===== src/rtl/inta_sequencer.sv =====
// inta_sequencer: interrupt acknowledge control stage for an 8259-style
// controller. Picks the highest-priority serviceable request, raises INT,
// walks the two-pulse INTA handshake, freezes the acknowledged level for the
// ISR block, drives the vector byte and issues the AEOI clear strobe.
module inta_sequencer #(
    parameter logic [2:0] SPURIOUS_LEVEL = 3'd7,
    parameter int         NUM_IRQ        = 8
) (
    input  logic               clk,
    input  logic               reset,
    input  logic               INTA,
    input  logic [NUM_IRQ-1:0] irr,
    input  logic [NUM_IRQ-1:0] imr,
    input  logic [NUM_IRQ-1:0] isr,
    input  logic [4:0]         V_A,
    input  logic               AEOI,
    output logic               INT,
    output logic               S_P,
    output logic [2:0]         highest_priority_int,
    output logic [7:0]         data_out,
    output logic               data_oe,
    output logic               aeoi_clear
);

    // The level field is three bits wide, so only eight request lines fit.
    if (NUM_IRQ != 8) begin : g_num_irq_check
        $error("inta_sequencer supports NUM_IRQ == 8 only");
    end

    typedef enum logic [2:0] {
        ST_IDLE,
        ST_WAIT1,
        ST_ACK1,
        ST_WAIT2,
        ST_ACK2
    } state_e;

    state_e     state_q;
    logic       inta_q;
    logic       int_q;
    logic       sp_q;
    logic [2:0] level_q;
    logic       spur_q;     // acknowledged level was the spurious default
    logic [7:0] dout_q;
    logic       doe_q;
    logic       aeoi_q;

    logic [NUM_IRQ-1:0] pending;
    logic               res_valid;
    logic               res_blocked;
    logic [2:0]         res_cand;
    logic               fall;
    logic               rise;

    assign pending = irr & ~imr;
    assign fall    = inta_q & ~INTA;
    assign rise    = ~inta_q & INTA;

    // Fixed-priority resolver: scan from level 0 upward; an in-service bit
    // blocks its own level and everything of lower priority.
    always_comb begin
        // NOTE: every output of a combinational block gets a default before
        // any conditional assignment, otherwise a latch is inferred.
        res_valid   = 1'b0;
        res_blocked = 1'b0;
        res_cand    = 3'd0;
        for (int i = 0; i < NUM_IRQ; i++) begin
            if (!res_blocked && !res_valid) begin
                if (isr[i]) begin
                    res_blocked = 1'b1;
                end else if (pending[i]) begin
                    res_valid = 1'b1;
                    res_cand  = i[2:0];
                end
            end
        end
    end

    // Handshake sequencer with all outputs registered.
    always_ff @(posedge clk or posedge reset) begin
        if (reset) begin
            // NOTE: state registers use non-blocking assignments so every
            // flop samples pre-edge values regardless of statement order.
            state_q <= ST_IDLE;
            inta_q  <= 1'b1;
            int_q   <= 1'b0;
            sp_q    <= 1'b0;
            level_q <= 3'd0;
            spur_q  <= 1'b0;
            dout_q  <= 8'h00;
            doe_q   <= 1'b0;
            aeoi_q  <= 1'b0;
        end else begin
            inta_q <= INTA;
            sp_q   <= 1'b0;
            aeoi_q <= 1'b0;
            unique case (state_q)
                ST_IDLE: begin
                    if (res_valid) begin
                        int_q   <= 1'b1;
                        state_q <= ST_WAIT1;
                    end
                end
                ST_WAIT1: begin
                    if (fall) begin
                        // Level is frozen here and held until the next first fall.
                        level_q <= res_valid ? res_cand : SPURIOUS_LEVEL;
                        spur_q  <= ~res_valid;
                        sp_q    <= res_valid;
                        int_q   <= 1'b0;
                        state_q <= ST_ACK1;
                    end else if (!res_valid) begin
                        int_q   <= 1'b0;
                        state_q <= ST_IDLE;
                    end
                end
                ST_ACK1: begin
                    if (rise) begin
                        state_q <= ST_WAIT2;
                    end
                end
                ST_WAIT2: begin
                    if (fall) begin
                        dout_q  <= {V_A, level_q};
                        doe_q   <= 1'b1;
                        state_q <= ST_ACK2;
                    end
                end
                ST_ACK2: begin
                    if (rise) begin
                        doe_q   <= 1'b0;
                        aeoi_q  <= AEOI & ~spur_q;
                        state_q <= ST_IDLE;
                    end
                end
                default: state_q <= ST_IDLE;
            endcase
        end
    end

    assign INT                  = int_q;
    assign S_P                  = sp_q;
    assign highest_priority_int = level_q;
    assign data_out             = dout_q;
    assign data_oe              = doe_q;
    assign aeoi_clear           = aeoi_q;

endmodule


===== config.mk =====
export PLATFORM = sky130hd
export DESIGN_NAME = inta_sequencer
export DESIGN_NICKNAME = d
export VERILOG_FILES = /design/src/rtl/inta_sequencer.sv
export SDC_FILE = /design/constraint.sdc
export NUM_CORES = 1
export LEC_CHECK = 0
export CAP_MARGIN = 15
export CORE_ASPECT_RATIO = 0.6
export CORE_MARGIN = 3
export CORE_UTILIZATION = 41
export CTS_CLUSTER_DIAMETER = 40
export DETAILED_ROUTE_END_ITERATION = 8
export HOLD_SLACK_MARGIN = 0.03
export PLACE_DENSITY_LB_ADDON = 0.15
export SLEW_MARGIN = 20
export SYNTH_ARGS = -nofsm -noshare
export SYNTH_HDL_FRONTEND = slang
export SYNTH_SLANG_ARGS = --single-unit

===== constraint.sdc =====
create_clock -name clk -period 2.3 [get_ports clk]
set_clock_uncertainty 0.2 [all_clocks]
set_input_delay 0.46 -clock clk [delete_from_list [all_inputs] [get_ports clk]]
set_output_delay 0.46 -clock clk [all_outputs]
set_load 0.1 [all_outputs]

==> flow_summary.json, run 1 <==
{
  "status": "finished clean",
  "synth-seq-cells": 20,
  "fin_nets": 205,
  "via_per_inst": 5.26,
  "p_per_area_mw_per_mm2": 1200,
  "crit_arrival_ns": 2.17,
  "syn_area_mm2": 0.00108,
  "io-pin-count": 48,
  "netlist.area_leader.share": 0.439,
  "crit_buf_inv": 2,
  "drive_above_1_share": 0.368,
  "placeableCoreArea_mm2": 0.00233,
  "gr-total-overflow": 0,
  "max_freq_mhz": 450,
  "synth_nets": 135,
  "finalHoldViolCount": 0,
  "critPathMaxFanout": 4,
  "cts_tree": "built",
  "initial_core_util": 0.465,
  "synth_edf_count": 0,
  "crit_path_start_kind": "input pin",
  "fin_crit_sh": 0.966,
  "worstSetupPathType": "input pin to flip-flop",
  "hp-class": "flip-flop to flip-flop",
  "antenna_cells": 0,
  "synthTopCellsByArea": "dfrtp_1 44%, mux2_2 9.4%, a2111oi_4 5.1%, nor2_1 4.2%, nand2_1 3.1%",
  "seq_area_frac_synth": 0.464,
  "clkLatencyLatePin_ns": 0.25,
  "synth-async-reset-ratio": 1.00,
  "worst_pin_slew_ns": 0.552,
  "dp_hpwl_mm": 2.43,
  "die-area_mm2": 0.00331,
  "dr.pass1.iters": 4,
  "ys_types": 35,
  "ir_drop_mv": 0.706,
  "grt_max_degree": 15,
  "wire_per_inst_um": 15.6,
  "cts_buffer_depth": 2,
  "drt_first_iter_violations": 33,
  "synth_largest_area_cell": "dfrtp_1",
  "grt_use_total": 0.191,
  "rows": 13,
  "setup_tns_ns": 0,
  "yosys_warnings": 0,
  "maxSlewViolCount": 0,
  "drc_errors": 0,
  "gp_congestion": 0.784,
  "grt_pass1_wl_mm": 4.63,
  "die_width_um": 72.3,
  "p_leak_nw": 0.860,
  "path_delay_family": "compound AO/OA/AOI/OAI gates",
  "path_clk_slew_ns": 0.07,
  "endpoint_kind": "flip-flop",
  "hold_buffers": 0,
  "syn_inst": 102,
  "placed_area_mm2": 0.00165,
  "htree_levels": 1,
  "ant_nets": 0,
  "cts-root-buf": "clkbuf_8",
  "period_needed_ns": 2.22,
  "dp_cells": 191,
  "area_growth_pct": 67.1,
  "num_vias": 1058,
  "maxCapViolations": 0,
  "critical_path.max_stage_delay_ns": 0.45,
  "place_ws_ns": -0.357,
  "antenna_found_initial": 0,
  "clkSinkCount": 20,
  "fin_area_mm2": 0.00181,
  "avgSynthCellArea_um2": 10.6,
  "cp_slowest_cell": "clkdlybuf4s50_1",
  "port_buffers": 47,
  "cp_cell_sequence": "clkdlybuf4s50_1 -> nor2b_2 -> nor3_2 -> buf_4 -> a311o_1 -> a2111oi_4",
  "cp.required_ns": 2.25,
  "slew_headroom": 0.632,
  "fin_util": 0.777,
  "die_h_um": 45.8,
  "grt_pass1_vias": 984,
  "final_cell_mix": "34 x buf_4, 21 x clkdlybuf4s50_1, 19 x dfrtp_1",
  "wirelength_mm": 3.14,
  "setup_ws_ns": 0.0788,
  "cts_buffers": 3,
  "final-setup-viol-count": 0,
  "synth_ff_type": "dfrtp_1",
  "fin_cells": 201,
  "final_common_cell": "buf_4",
  "reg2reg_slack_ns": 0.43
}
## worst reg2reg max path, cell delays in order (launching register included)
cell and delay (ns):
dfrtp_1 0.51, inv_1 0.15, nor4_2 0.29, buf_4 0.23, mux2_2 0.36
## stage by stage
step | power [W] | hold WS, ns
5_1_grt | 0.00226 | 0.272
4_1_cts | 0.00217 | 0.240
3_5_place_dp | 0.00190 | 0.231
6_report | 0.00217 | 0.260
2_1_floorplan | 0.00158 | 0.203
3_3_place_gp | 0.00187 | 0.239
## logic make-up (layout without fill, tap and decap cells)
family | after synthesis | count (layout) | share of synthesized area
AO/OA/AOI/OAI | 22 | 22 | 0.175
XOR/XNOR | 1 | 1 | 0.00809
buffers and inverters | 7 | 76 | 0.0277
flip-flops | 20 | 20 | 0.464
multiplexers | 9 | 9 | 0.0936
AND/OR/NAND/NOR | 43 | 43 | 0.232
## area by class of cell
class / count / area (um2)
timing repair buffer: 67 / 611
tap: 30 / 37.5
inverter: 5 / 18.8
multi-input combinational: 75 / 584
fill: 150 / 518
clock buffer: 4 / 55.1
sequential: 20 / 502
## what timing repair did
action                                  CTS  global route
endpoints found under the setup margin    2             2
pin swaps                                 4            10
resized for setup                         1            18
setup buffers                             2             4
## registers in the layout, indices dropped and copies added, names as in the netlist
register              count
aeoi_clear                1
INT                       1
S_P                       1
spur_q                    1
inta_q                    1
highest_priority_int      3
data_out                  8
data_oe                   1
state_q                   3
## cell usage after synthesis (all sizes together) (2+ instances only)
library cell / count
a2111oi: 2
a21oi: 3
dfrtp: 19
inv: 5
mux2: 9
nand2: 9
nand2b: 2
nand4: 2
nor2: 12
nor2b: 5
nor3: 3
nor3b: 2
nor4: 4
o21ai: 6
o31a: 2
## final timing paths
| check | depth (start not counted) | to | from |
|---|---|---|---|
| worst max register to register | 4 | data_out[3]$_DFFE_PP0P_ | state_q[1]$_DFFE_PP0P_ |
| worst min register to register | 1 | aeoi_clear$_DFF_PP0_ | spur_q$_DFFE_PP0P_ |
| worst max-delay path | 6 | state_q[0]$_DFFE_PP0P_ | irr[0] |
| worst min-delay path | 1 | aeoi_clear$_DFF_PP0_ | spur_q$_DFFE_PP0P_ |
| min in group asynchronous | 2 | data_out[6]$_DFFE_PP0P_ | reset |
| max in group asynchronous | 3 | data_out[2]$_DFFE_PP0P_ | reset |
## metal layers
metal / global-route usage / part of all wire
met5: 0 / 0
met4: 0.0562 / 0.012
met3: 0.0639 / 0.058
met2: 0.318 / 0.49
met1: 0.240 / 0.44
## report_power, final
group | internal, W | switching [W] | total (W)
Combinational | 0.000353 | 0.000962 | 0.00131
Clock | 0.000152 | 0.000110 | 0.000262
Sequential | 0.000481 | 0.000116 | 0.000597
(Power assumes the default switching activity.)
==> run 2, diff against run 1 <==
--- a/config.mk
+++ b/config.mk
@@ -8,7 +8,8 @@
 export CAP_MARGIN = 15
 export CORE_ASPECT_RATIO = 0.6
 export CORE_MARGIN = 3
-export CORE_UTILIZATION = 41
+export CORE_UTILIZATION = 43
+export CTS_BUF_LIST = sky130_fd_sc_hd__clkbuf_4
 export CTS_CLUSTER_DIAMETER = 40
 export DETAILED_ROUTE_END_ITERATION = 8
 export HOLD_SLACK_MARGIN = 0.03
==> flow_summary.json, run 2 (synthesized netlist as in run 1, its figures left out) <==
{
  "p_int_w": 0.00100,
  "hold_ws_ns": 0.267,
  "drive_above_1_share": 0.317,
  "grt_max_degree": 14,
  "place_ws_ns": -0.315,
  "initial_core_util": 0.475,
  "regArea_um2": 502,
  "dp_hpwl_mm": 2.32,
  "grt_pass1_wl_mm": 4.46,
  "die_h_um": 44.9,
  "post_cts_resized": 0,
  "fin_util": 0.745,
  "final_common_cell": "clkdlybuf4s50_1",
  "dr.pass1.iters": 4,
  "p_leak_nw": 0.720,
  "multi_input_area_um2": 556,
  "max_freq_mhz": 445,
  "slew_headroom": 0.670,
  "final-setup-viol-count": 0,
  "grt_use_total": 0.184,
  "maxCapViolations": 0,
  "finalHoldViolCount": 0,
  "cp.required_ns": 2.30,
  "p_per_area_mw_per_mm2": 1280,
  "port_buffers": 47,
  "swShare": 0.539,
  "fill_cells": 160,
  "via_per_inst": 5.24,
  "area_growth_pct": 56.8,
  "final_cell_mix": "32 x clkdlybuf4s50_1, 28 x buf_4, 19 x dfrtp_1",
  "hold_buffers": 0,
  "p_seq_frac": 0.273,
  "hp-class": "input pin to async pin",
  "clkSinkCount": 20,
  "fin_crit_sh": 0.977,
  "path_clk_slew_ns": 0.11,
  "io-pin-count": 48,
  "gp_congestion": 0.770,
  "rows": 13,
  "status": "finished clean",
  "drc_errors": 0,
  "cts_buffer_depth": 2,
  "wire_per_inst_um": 14.2,
  "drt_first_iter_violations": 51,
  "antenna_cells": 0,
  "gr-total-overflow": 0,
  "grt_pass1_vias": 973,
  "placeableCoreArea_mm2": 0.00228,
  "crit_arrival_ns": 2.25,
  "worst_pin_slew_ns": 0.494,
  "die_width_um": 70.8,
  "clkLatencyLatePin_ns": 0.30,
  "crit_path_start_kind": "input pin",
  "ir_drop_mv": 0.648,
  "fin_nets": 198,
  "setup_ws_ns": 0.0531,
  "endpoint_kind": "flip-flop",
  "ant_nets": 0,
  "rsz0062_at_grt": "false",
  "htree_levels": 1,
  "cts-root-buf": "clkbuf_4",
  "maxSlewViolCount": 0,
  "critPathLaunch": "isr[1]",
  "worstSetupPathType": "input pin to flip-flop",
  "total_power_w": 0.00218,
  "switchingPower_w": 0.00117,
  "p_comb_frac": 0.598,
  "period_needed_ns": 2.25,
  "cts_buffers": 3,
  "wirelength_mm": 2.76,
  "die-area_mm2": 0.00317,
  "cts_tree": "built",
  "post_cts_buffers": 0,
  "setup_tns_ns": 0,
  "critPathMaxFanout": 5,
  "r2r_start": "state_q[1]$_DFFE_PP0P_",
  "antenna_found_initial": 0,
  "clkPwrFrac": 0.130,
  "num_vias": 1017,
  "largest_reg_flops": 8
}
[run 2: per-stage QoR]
step	instances	instance area [um2]
finish	194	1700
global route	194	1700
CTS	194	1690
detailed placement	190	1640
global placement	190	1640
floorplan	102	1080
[run 2: metal layers]
metal,track usage,share of wire,vias up
met5,0,0,-
met4,0.0112,0,0
met3,0.0644,0.094,0
met2,0.315,0.48,48
met1,0.242,0.42,472
li1,-,-,497
[run 2: critical path, cell delays in order]
cell,delay (ns)
clkdlybuf4s50_1,0.47
nor4b_2,0.36
nor3_2,0.10
buf_4,0.16
a311o_1,0.39
a2111oi_4,0.31
[run 2: worst paths after layout]
path / to / slack [ns] / cells past startpoint
worst max-delay path: state_q[0]$_DFFE_PP0P_ / 0.05 / 6
min in group clk: aeoi_clear$_DFF_PP0_ / 0.27 / 1
worst min-delay path: data_out[5]$_DFFE_PP0P_ / 0.27 / 2
worst max register to register: data_out[3]$_DFFE_PP0P_ / 0.48 / 4
max in group asynchronous: data_out[6]$_DFFE_PP0P_ / 1.14 / 3
worst min register to register: aeoi_clear$_DFF_PP0_ / 0.27 / 1
[run 2: area by class of cell]
type,count,area share
Multi-Input combinational cell,75,0.327
Tap cell,30,0.0221
Timing Repair Buffer,60,0.313
Clock buffer,3,0.0133
Clock inverter,1,0.0177
Sequential cell,20,0.296
Inverter,5,0.0111
[run 2: power by group through the flow]
stage	Sequential, W	Combinational (W)	Clock [W]
2_1_floorplan	0.00129	0.000290	0
3_3_place_gp	0.000587	0.00129	0
3_5_place_dp	0.000599	0.00130	0
4_1_cts	0.000592	0.00130	0.000289
5_1_grt	0.000610	0.00135	0.000303
6_report	0.000593	0.00130	0.000282
